<file path="config.mk">
export PLATFORM = sky130hd
export DESIGN_NAME = fsm_101_0110
export DESIGN_NICKNAME = d
export VERILOG_FILES = /design/src/rtl/fsm_101_0110.sv
export SDC_FILE = /design/constraint.sdc
export NUM_CORES = 1
export LEC_CHECK = 0
export CAP_MARGIN = 20
export CELL_PAD_IN_SITES_DETAIL_PLACEMENT = 1
export CELL_PAD_IN_SITES_GLOBAL_PLACEMENT = 1
export CORE_AREA = 3 3 40 42
export DETAILED_ROUTE_END_ITERATION = 10
export DIE_AREA = 0 0 43 45
export PLACE_DENSITY_LB_ADDON = 0.1
export SKIP_CTS_REPAIR_TIMING = 1
export SYNTH_ARGS = -nofsm -noshare
export SYNTH_HDL_FRONTEND = slang
export SYNTH_SLANG_ARGS = --single-unit
</file>
<file path="constraint.sdc">
create_clock -name clk -period 1 [get_ports clk]
set_input_delay 0.2 -clock clk [delete_from_list [all_inputs] [get_ports clk]]
set_output_delay 0.2 -clock clk [all_outputs]
set_load 0.01 [all_outputs]
</file>
<file path="src/rtl/fsm_101_0110.sv">
// fsm_101_0110: overlapping Moore detector for the serial patterns 101 and 0110
module fsm_101_0110 (
  input  logic clk,
  input  logic reset,
  input  logic din,
  output logic y
);
  typedef enum logic [2:0] {
    IDLE  = 3'd0,
    S0    = 3'd1,
    S1    = 3'd2,
    S01   = 3'd3,
    S10   = 3'd4,
    S011  = 3'd5,
    M101  = 3'd6,
    M0110 = 3'd7
  } state_t;
  state_t cst;
  function automatic state_t nxt(input state_t s, input logic d);
    case (s)
      IDLE:    nxt = d ? S1   : S0;
      S0:      nxt = d ? S01  : S0;
      S1:      nxt = d ? S1   : S10;
      S01:     nxt = d ? S011 : S10;
      S10:     nxt = d ? M101 : S0;
      S011:    nxt = d ? S1   : M0110;
      M101:    nxt = d ? S011 : S10;
      M0110:   nxt = d ? M101 : S0;
      default: nxt = IDLE;
    endcase
  endfunction
  // advance the suffix tracker and register the match flag with the state it decodes
  always_ff @(posedge clk or negedge reset) begin
    if (!reset) begin
      cst <= IDLE;
      y   <= 1'b0;
    end else begin
      cst <= nxt(cst, din);
      y   <= (nxt(cst, din) == M101) || (nxt(cst, din) == M0110);
    end
  end
endmodule

</file>
==> impl_metrics.py, run 1 <==
metrics = {
    "status": {
        "outcome": "complete, but fails checks",
        "violations": "negative setup slack",
    },
    "clock_network": {
        "cts_max_level": 1,
        "clockBufferDepth": 2,
        "cts_tree": "built",
        "clk_pin_slew_ns": 0.04,
        "numClockSinks": 4,
        "root_buffer": "clkbuf_4",
        "cts_buffers": 3,
        "clock_latency_ns": 0.23,
    },
    "sta": {
        "rsz0062_at_grt": "true",
        "setup_viol": 1,
        "finClkSkew_ns": 0.004256,
        "max_freq_mhz": 999.9,
        "period_needed_ns": 1.000,
        "tightestPinTransition_ns": 0.2172,
        "finalCritPeriodShare_pct": 100.0,
        "slew_violations": 0,
        "hold_viol": 0,
        "setup_ws_ns": -0.0001247,
        "slew_headroom_pct": 85.52,
    },
    "synth": {
        "ys_warn_count": 0,
        "syn-num-nets": 28,
        "synthTopCellsByArea": "dfrtp_1, buf_6, buf_8",
        "synth-seq-area-share_pct": 37.56,
        "synth_seq_cells": 4,
        "syn_area_per_cell_um2": 10.66,
        "synth_top_area_cell": "dfrtp_1",
        "netlist_instances": 25,
        "synth_cell_types": 18,
        "netlist_area_um2": 266.5,
        "synth_top_area_share_pct": 37.56,
    },
    "floorplan": {
        "chipHeight_um": 45,
        "start_util_pct": 20.74,
        "core_um2": 1285,
        "die_area_um2": 1935,
        "die_w_um": 43,
        "io_pins": 4,
        "placementRows": 13,
    },
    "cells_and_area": {
        "final_area_um2": 375.4,
        "diodes": 0,
        "synthToLayoutAreaGrowth_pct": 40.84,
        "nNetsFinal": 39,
        "drive_gt1_share_pct": 44.12,
        "fin_util_pct": 29.21,
    },
    "setup_path": {
        "cp_top_family": "flip-flops",
        "start_kind": "flip-flop",
        "critPathMaxFanout": 6,
        "path_cells": "buf_6, xor2_1, o22ai_1, nor2_1",
        "crit_path_top_delay_cell": "dfrtp_2",
        "cp_slowest_stage_delay_ns": 0.44,
        "crit_arrival_ns": 1.11,
        "worst_ep_required_time_ns": 1.11,
        "worst-path-buf-inv": 1,
        "cp-end-kind": "flip-flop",
        "path_class": "reg -> reg",
    },
    "global_route": {
        "grt_pass1_wl_um": 1028,
        "antenna_found_initial": 0,
        "grtUsageTotal_pct": 7.583,
        "grt_max_degree": 8,
        "grt_pass1_vias": 248,
        "grt_overflow": 0,
    },
    "routing": {
        "drc": 0,
        "dr_total_vias": 211,
        "finalWirelength_um": 570,
        "first_pass_iters": 3,
        "via_per_inst": 4.306,
        "drtAntennaViolNets": 0,
        "drtIter0Drc": 1,
        "wl_per_cell_um": 11.63,
    },
    "pwr": {
        "vdd_drop_max_mv": 0.6709,
        "power.density_nw_per_um2": 3105,
        "cellLeakagePower_uw": 0.0001869,
    },
    "placement": {
        "hpwl_um": 461,
        "pre_cts_slack_ns": -0.3285,
        "placed_cell_area_um2": 322.8,
        "gp_congestion": 0.6555,
        "port_buffers": 3,
    },
    "job": {
        "cap_violations": 0,
    },
    "hold_path": {
        "hp-class": "in -> async",
    },
}
-- kinds of logic (layout without fill, tap and decap cells) --
group                  Yosys count  count (layout)  synth area share [%]
AND/OR/NAND/NOR                  9               9                 24.41
buffers and inverters            3              12                 14.08
AO/OA/AOI/OAI                    7               7                 17.37
flip-flops                       4               4                 37.56
XOR/XNOR                         2               2                 6.574
-- cell usage after synthesis, drive strengths merged --
| master | instances |
|---|---|
| o21ai | 2 |
| xor2 | 1 |
| and3b | 1 |
| nand2 | 2 |
| nor2 | 1 |
| buf | 3 |
| dfrtp | 4 |
| nor2b | 2 |
| a32o | 1 |
| a21oi | 2 |
| nand2b | 2 |
| o221ai | 1 |
| xnor2 | 1 |
| nor3b | 1 |
| o22ai | 1 |
-- routing by layer --
metal	part of all wire [%]	GRT usage (%)	wire length, um
met1	36	6.522	208
met2	59	13.47	338
met3	3.9	0.3984	22
met4	0	10.84	0
met5	0	0	0
-- path summary, 6_finish.rpt --
path / startpoint / depth (start not counted) / to / slack [ns]
hold reg to reg: cst[2] / 1 / cst[0] / 0.63
setup / recovery: cst[0] / 4 / cst[2] / -0.0001
min in group clk: din / 4 / cst[0] / 0.42
max in group asynchronous: reset / 1 / cst[1] / 0.63
hold / removal: reset / 1 / y / 0.17
setup reg to reg: cst[0] / 4 / cst[2] / -0.0001
-- stage by stage --
step	instances	TNS, ns	hold WS [ns]	total power, uW
after floorplan	25	0	-0.09559	733.9
after detailed placement	46	-1.134	0.4262	878.5
final	49	-0.0001247	0.1736	1166
after global routing	49	-0.1641	0.1857	1278
after CTS	49	-0.4211	0.1724	1087
after global placement	46	-0.9646	0.4174	851.8
-- power by group --
group	internal, uW	switching, uW	total [uW]
clock	134	62.4	196
combinational	383	224	607
sequential	253	110	362
-- cell type report --
class | count | area (um^2)
sequential | 4 | 102.6
fill | 150 | 909.6
timing repair buffer | 9 | 95.09
clock buffer | 3 | 22.52
tap | 15 | 18.77
multi-input combinational | 18 | 136.4
-- sequential cells by signal (all words and copies together), names as in the netlist --
signal and cells:
cst 3, y 1
-- cell usage in the layout (no fill, tap or decap) --
master | synthesis | layout
nor2b_1 | 2 | 2
dlymetal6s2s_1 | 0 | 2
nand2b_1 | 1 | 1
o221ai_1 | 1 | 1
xor2_1 | 1 | 1
a32o_2 | 1 | 1
dfrtp_1 | 4 | 2
nor2_1 | 1 | 1
buf_6 | 2 | 4
and3b_1 | 1 | 1
dfrtp_2 | 0 | 2
nor3b_2 | 1 | 1
a21oi_1 | 2 | 2
buf_4 | 0 | 2
xnor2_2 | 0 | 1
o21ai_1 | 1 | 1
nand2b_4 | 1 | 1
o21ai_0 | 1 | 1
clkbuf_4 | 0 | 3
o22ai_1 | 1 | 1
clkdlybuf4s50_1 | 0 | 1
nand2_1 | 2 | 2
Power figures use the tool's default switching activity.
==> run 2, diff against run 1 <==
- RECOVER_POWER: not set -> 100
==> run 2 against run 1 <==
  * The run still ends with negative setup slack left
  * Routed wire length unchanged
  * First-iteration DRC count unchanged
  * Worst hold slack better by 0.070 ns
  * Core utilization unchanged
  * Non-clock buffer count unchanged
  * Highest routed layer unchanged
==> impl_metrics.py, run 2 (synthesized netlist as in run 1, its figures left out) <==
metrics = {
    "pwr": {
        "p_sw_uw": 395.9,
        "power_frac_seq_pct": 31.1,
        "vdd_drop_max_mv": 0.6708,
        "cellLeakagePower_uw": 0.0001872,
        "swShare_pct": 33.99,
        "p_total_uw": 1165,
        "clkPwrFrac_pct": 16.9,
        "p_comb_share_pct": 52.0,
        "power.density_nw_per_um2": 3103,
        "internal_power_uw": 768.8,
    },
    "clock_network": {
        "cts_max_level": 1,
        "root_buffer": "clkbuf_4",
        "cts_buffers": 3,
        "clock_latency_ns": 0.23,
        "numClockSinks": 4,
        "clockBufferDepth": 2,
        "cts_tree": "built",
        "clk_pin_slew_ns": 0.04,
    },
    "floorplan": {
        "io_pins": 4,
        "die_area_um2": 1935,
        "start_util_pct": 20.74,
        "die_w_um": 43,
        "core_um2": 1285,
        "chipHeight_um": 45,
        "placementRows": 13,
    },
    "sta": {
        "max_freq_mhz": 999.9,
        "rsz0062_at_grt": "true",
        "slew_headroom_pct": 85.52,
        "finClkSkew_ns": 0.004256,
        "period_needed_ns": 1.000,
        "setup_ws_ns": -0.0001247,
        "slew_violations": 0,
        "tns_ns": -0.0001247,
        "setup_viol": 1,
        "finalCritPeriodShare_pct": 100.0,
        "hold_viol": 0,
        "tightestPinTransition_ns": 0.2172,
    },
    "global_route": {
        "grt_pass1_wl_um": 1028,
        "antenna_found_initial": 0,
        "grt_overflow": 0,
        "grt_max_degree": 8,
        "grtUsageTotal_pct": 7.583,
        "grt_pass1_vias": 248,
    },
    "routing": {
        "wl_per_cell_um": 11.63,
        "dr_total_vias": 211,
        "finalWirelength_um": 570,
        "drtAntennaViolNets": 0,
        "drc": 0,
        "first_pass_iters": 3,
        "via_per_inst": 4.306,
        "drtIter0Drc": 1,
    },
    "cells_and_area": {
        "layout_commonest_cell": "buf_6",
        "fin_util_pct": 29.21,
        "fin_cells": 49,
        "nNetsFinal": 39,
        "synthToLayoutAreaGrowth_pct": 40.84,
        "drive_gt1_share_pct": 44.12,
        "reg_top3": "cst: 3 flops, y: 1 flops",
        "largest_reg_flops": 3,
        "fillCellCount": 150,
        "regMostFlops": "cst",
        "diodes": 0,
        "mostFrequentLayoutCells": "buf_6, clkbuf_4",
    },
    "placement": {
        "gp_congestion": 0.6555,
        "hpwl_um": 461,
        "pre_cts_slack_ns": -0.3285,
        "place_inst": 46,
        "port_buffers": 3,
    },
    "setup_path": {
        "start_kind": "flip-flop",
        "r2r_cells": 4,
        "cp-end-kind": "flip-flop",
        "worst_ep_required_time_ns": 1.11,
        "critPathMaxFanout": 6,
        "path_class": "reg -> reg",
        "crit_arrival_ns": 1.11,
    },
    "status": {
        "outcome": "complete, but fails checks",
        "violations": "negative setup slack",
    },
    "hold_path": {
        "hp-class": "in -> async",
    },
    "job": {
        "cap_violations": 0,
    },
}
==> run 2: cell types whose count changed in the layout (fill, tap and decap cells not counted) <==
| cell | delta |
|---|---|
| clkdlybuf4s50_1 | -1 |
| dlygate4sd3_1 | +1 |
==> run 2: layout make-up <==
class	count	area [um^2]	share of cell area (%)
multi-input combinational	18	136.4	36.33
sequential	4	102.6	27.33
timing repair buffer	9	95.09	25.33
clock buffer	3	22.52	6.000
tap	15	18.77	5.000
==> run 2: worst paths after layout <==
| check | endpoint | start | slack (ns) |
|---|---|---|---|
| hold / removal | y | reset | 0.24 |
| min in group clk | cst[0] | din | 0.42 |
| setup / recovery | cst[2] | cst[0] | -0.0001 |
| setup reg to reg | cst[2] | cst[0] | -0.0001 |
| hold reg to reg | cst[0] | cst[2] | 0.63 |
| max in group asynchronous | cst[1] | reset | 0.56 |
==> run 2: layer usage <==
layer / routed length [um] / GRT usage (%) / vias up / share of wire [%]
li1: - / - / 105 / -
met2: 338 / 13.47 / 3 / 59
met3: 22 / 0.3984 / 0 / 3.9
met5: 0 / 0 / - / 0
met4: 0 / 10.84 / 0 / 0
met1: 208 / 6.522 / 103 / 36
==> run 2: metrics by stage <==
| step | hold slack, ns | area [um^2] |
|---|---|---|
| floorplan | -0.09559 | 266.5 |
| global placement | 0.4174 | 322.8 |
| detailed placement | 0.4262 | 322.8 |
| CTS | 0.1724 | 345.3 |
| global route | 0.2561 | 375.4 |
| finish | 0.2437 | 375.4 |
==> run 2: power by group through the flow <==
stage                     registers, uW  logic (uW)  clock network [uW]
after CTS                           346         531                 211
after global placement              344         507                   0
after detailed placement            349         530                   0
final                               362         606                 196
after global routing                385         670                 222
after floorplan                     304         430                   0
==> run 2: worst max-delay path, cell delays in order, from the launching register on <==
cell and delay, ns:
dfrtp_2 0.44, buf_6 0.14, xor2_1 0.13, o22ai_1 0.11, nor2_1 0.06
==> run 3, diff against run 2 <==
- TNS_END_PERCENT: not set -> 5
==> run 3 against run 2 <==
  * Non-clock buffer count unchanged
  * Largest power group unchanged
  * Register-to-register slack worse by 0.02 ns
  * Power decreased by 6.2%
  * Critical path depth is the same
  * Maximum frequency decreased by 1.8%
  * Combinational power decreased by 8.7%
  * First-iteration DRC count down 100%
  * Die area unchanged
  * Routed wire length is 0.70% lower
  * Critical path type unchanged
  * Sequential share of layout area up 0.89 points
  * The flow still finishes with violations (negative setup slack)
==> impl_metrics.py, run 3 (synthesized netlist as in run 1, its figures left out) <==
metrics = {
    "cells_and_area": {
        "reg_top3": "cst: 3 flops, y: 1 flops",
        "largest_reg_flops": 3,
        "drive_gt1_share_pct": 41.18,
        "mostFrequentLayoutCells": "buf_4, clkbuf_4, dfrtp_1",
        "nNetsFinal": 39,
        "fillCellCount": 154,
        "synthToLayoutAreaGrowth_pct": 34.74,
        "fin_util_pct": 27.95,
        "layout_commonest_cell": "buf_4",
        "diodes": 0,
        "final_area_um2": 359.1,
        "regMostFlops": "cst",
    },
    "global_route": {
        "grt_pass1_wl_um": 1028,
        "grtUsageTotal_pct": 7.583,
        "grt-busiest-layer": "met2",
        "grt_pass1_vias": 248,
        "grt_overflow": 0,
        "use_met3_pct": 0.3984,
        "grtUsageMet2_pct": 13.47,
        "grt_max_degree": 8,
        "groute.layer.met1.usage_pct": 6.522,
        "antenna_found_initial": 0,
    },
    "sta": {
        "finalCritPeriodShare_pct": 101.9,
        "finClkSkew_ns": 0.001749,
        "slew_headroom_pct": 86.71,
        "hold_viol": 0,
        "setup_ws_ns": -0.01882,
        "tightestPinTransition_ns": 0.1987,
        "period_needed_ns": 1.019,
        "rsz0062_at_grt": "true",
        "setup_viol": 2,
        "slew_violations": 0,
        "max_freq_mhz": 981.5,
    },
    "pwr": {
        "power.density_nw_per_um2": 3041,
        "power_frac_seq_pct": 31.2,
        "p_sw_uw": 375.8,
        "p_comb_share_pct": 50.7,
        "cellLeakagePower_uw": 0.0001834,
        "clkPwrFrac_pct": 18.1,
        "swShare_pct": 34.41,
        "internal_power_uw": 716.4,
        "p_total_uw": 1092,
        "vdd_drop_max_mv": 0.6832,
    },
    "routing": {
        "dr_total_vias": 212,
        "finalWirelength_um": 566,
        "via_per_inst": 4.327,
        "drtIter0Drc": 0,
        "wl_per_cell_um": 11.55,
        "first_pass_iters": 1,
        "drc": 0,
        "drtAntennaViolNets": 0,
    },
    "floorplan": {
        "placementRows": 13,
        "die_area_um2": 1935,
        "io_pins": 4,
        "die_w_um": 43,
        "chipHeight_um": 45,
        "core_um2": 1285,
        "start_util_pct": 20.74,
    },
    "clock_network": {
        "root_buffer": "clkbuf_4",
        "clockBufferDepth": 2,
        "cts_tree": "built",
        "cts_buffers": 3,
        "clk_pin_slew_ns": 0.04,
        "numClockSinks": 4,
        "cts_max_level": 1,
        "clock_latency_ns": 0.23,
    },
    "placement": {
        "placed_cell_area_um2": 322.8,
        "gp_congestion": 0.6555,
        "port_buffers": 3,
        "pre_cts_slack_ns": -0.3285,
        "hpwl_um": 461,
    },
    "job": {
        "cap_violations": 0,
    },
    "setup_path": {
        "crit_path_top_delay_cell": "dfrtp_1",
        "crit_arrival_ns": 1.14,
        "cp_top_family": "flip-flops",
        "critPathMaxFanout": 4,
        "cp_slowest_stage_delay_ns": 0.40,
        "start_kind": "flip-flop",
        "path_cells": "buf_4, xnor2_2, a21oi_1, nor2b_1",
        "worst-path-buf-inv": 1,
        "cp-end-kind": "flip-flop",
        "worst_ep_required_time_ns": 1.12,
        "path_class": "reg -> reg",
    },
    "status": {
        "outcome": "complete, but fails checks",
        "violations": "negative setup slack",
    },
    "hold_path": {
        "hp-class": "in -> async",
    },
}
## run 3: power by group through the flow
stage                     combinational (uW)  sequential [uW]  clock, uW
after floorplan                          430              304          0
after global placement                   507              344          0
after detailed placement                 530              349          0
after CTS                                531              346        211
after global routing                     617              365        222
final                                    553              341        198
## run 3: layout make-up
class | count | area [um^2] | share of cell area (%)
multi-input cells | 18 | 136.4 | 37.98
flip-flops and latches | 4 | 101.3 | 28.22
well taps | 15 | 18.77 | 5.226
clock buffers | 3 | 22.52 | 6.272
repair buffers | 9 | 80.08 | 22.30
## run 3: worst paths after layout
kind / startpoint / endpoint / slack (ns) / cells past startpoint
setup / recovery: cst[1] / y / -0.02 / 4
hold / removal: reset / y / 0.24 / 1
setup reg to reg: cst[1] / y / -0.02 / 4
hold reg to reg: cst[2] / cst[0] / 0.62 / 1
max in group asynchronous: reset / cst[0] / 0.57 / 1
min in group clk: din / cst[0] / 0.42 / 4
## run 3: worst reg2reg max path, stage by stage (launching register included)
cell     delay (ns)
dfrtp_1        0.40
buf_4          0.17
xnor2_2        0.13
a21oi_1        0.15
nor2b_1        0.06
## run 3: layer usage
layer | up-vias | part of all wire [%] | wire length, um
met2 | 3 | 60 | 337
met4 | 0 | 0 | 0
met1 | 104 | 36 | 206
met5 | - | 0 | 0
li1 | 105 | - | -
met3 | 0 | 3.9 | 22
## run 3: metrics by stage
| stage | TNS [ns] | hold WS, ns | instances |
|---|---|---|---|
| floorplan | 0 | -0.09559 | 25 |
| global placement | -0.9646 | 0.4174 | 46 |
| global route | -0.2016 | 0.2562 | 49 |
| finish | -0.03517 | 0.2437 | 49 |
| CTS | -0.4211 | 0.1724 | 49 |
| detailed placement | -1.134 | 0.4262 | 46 |
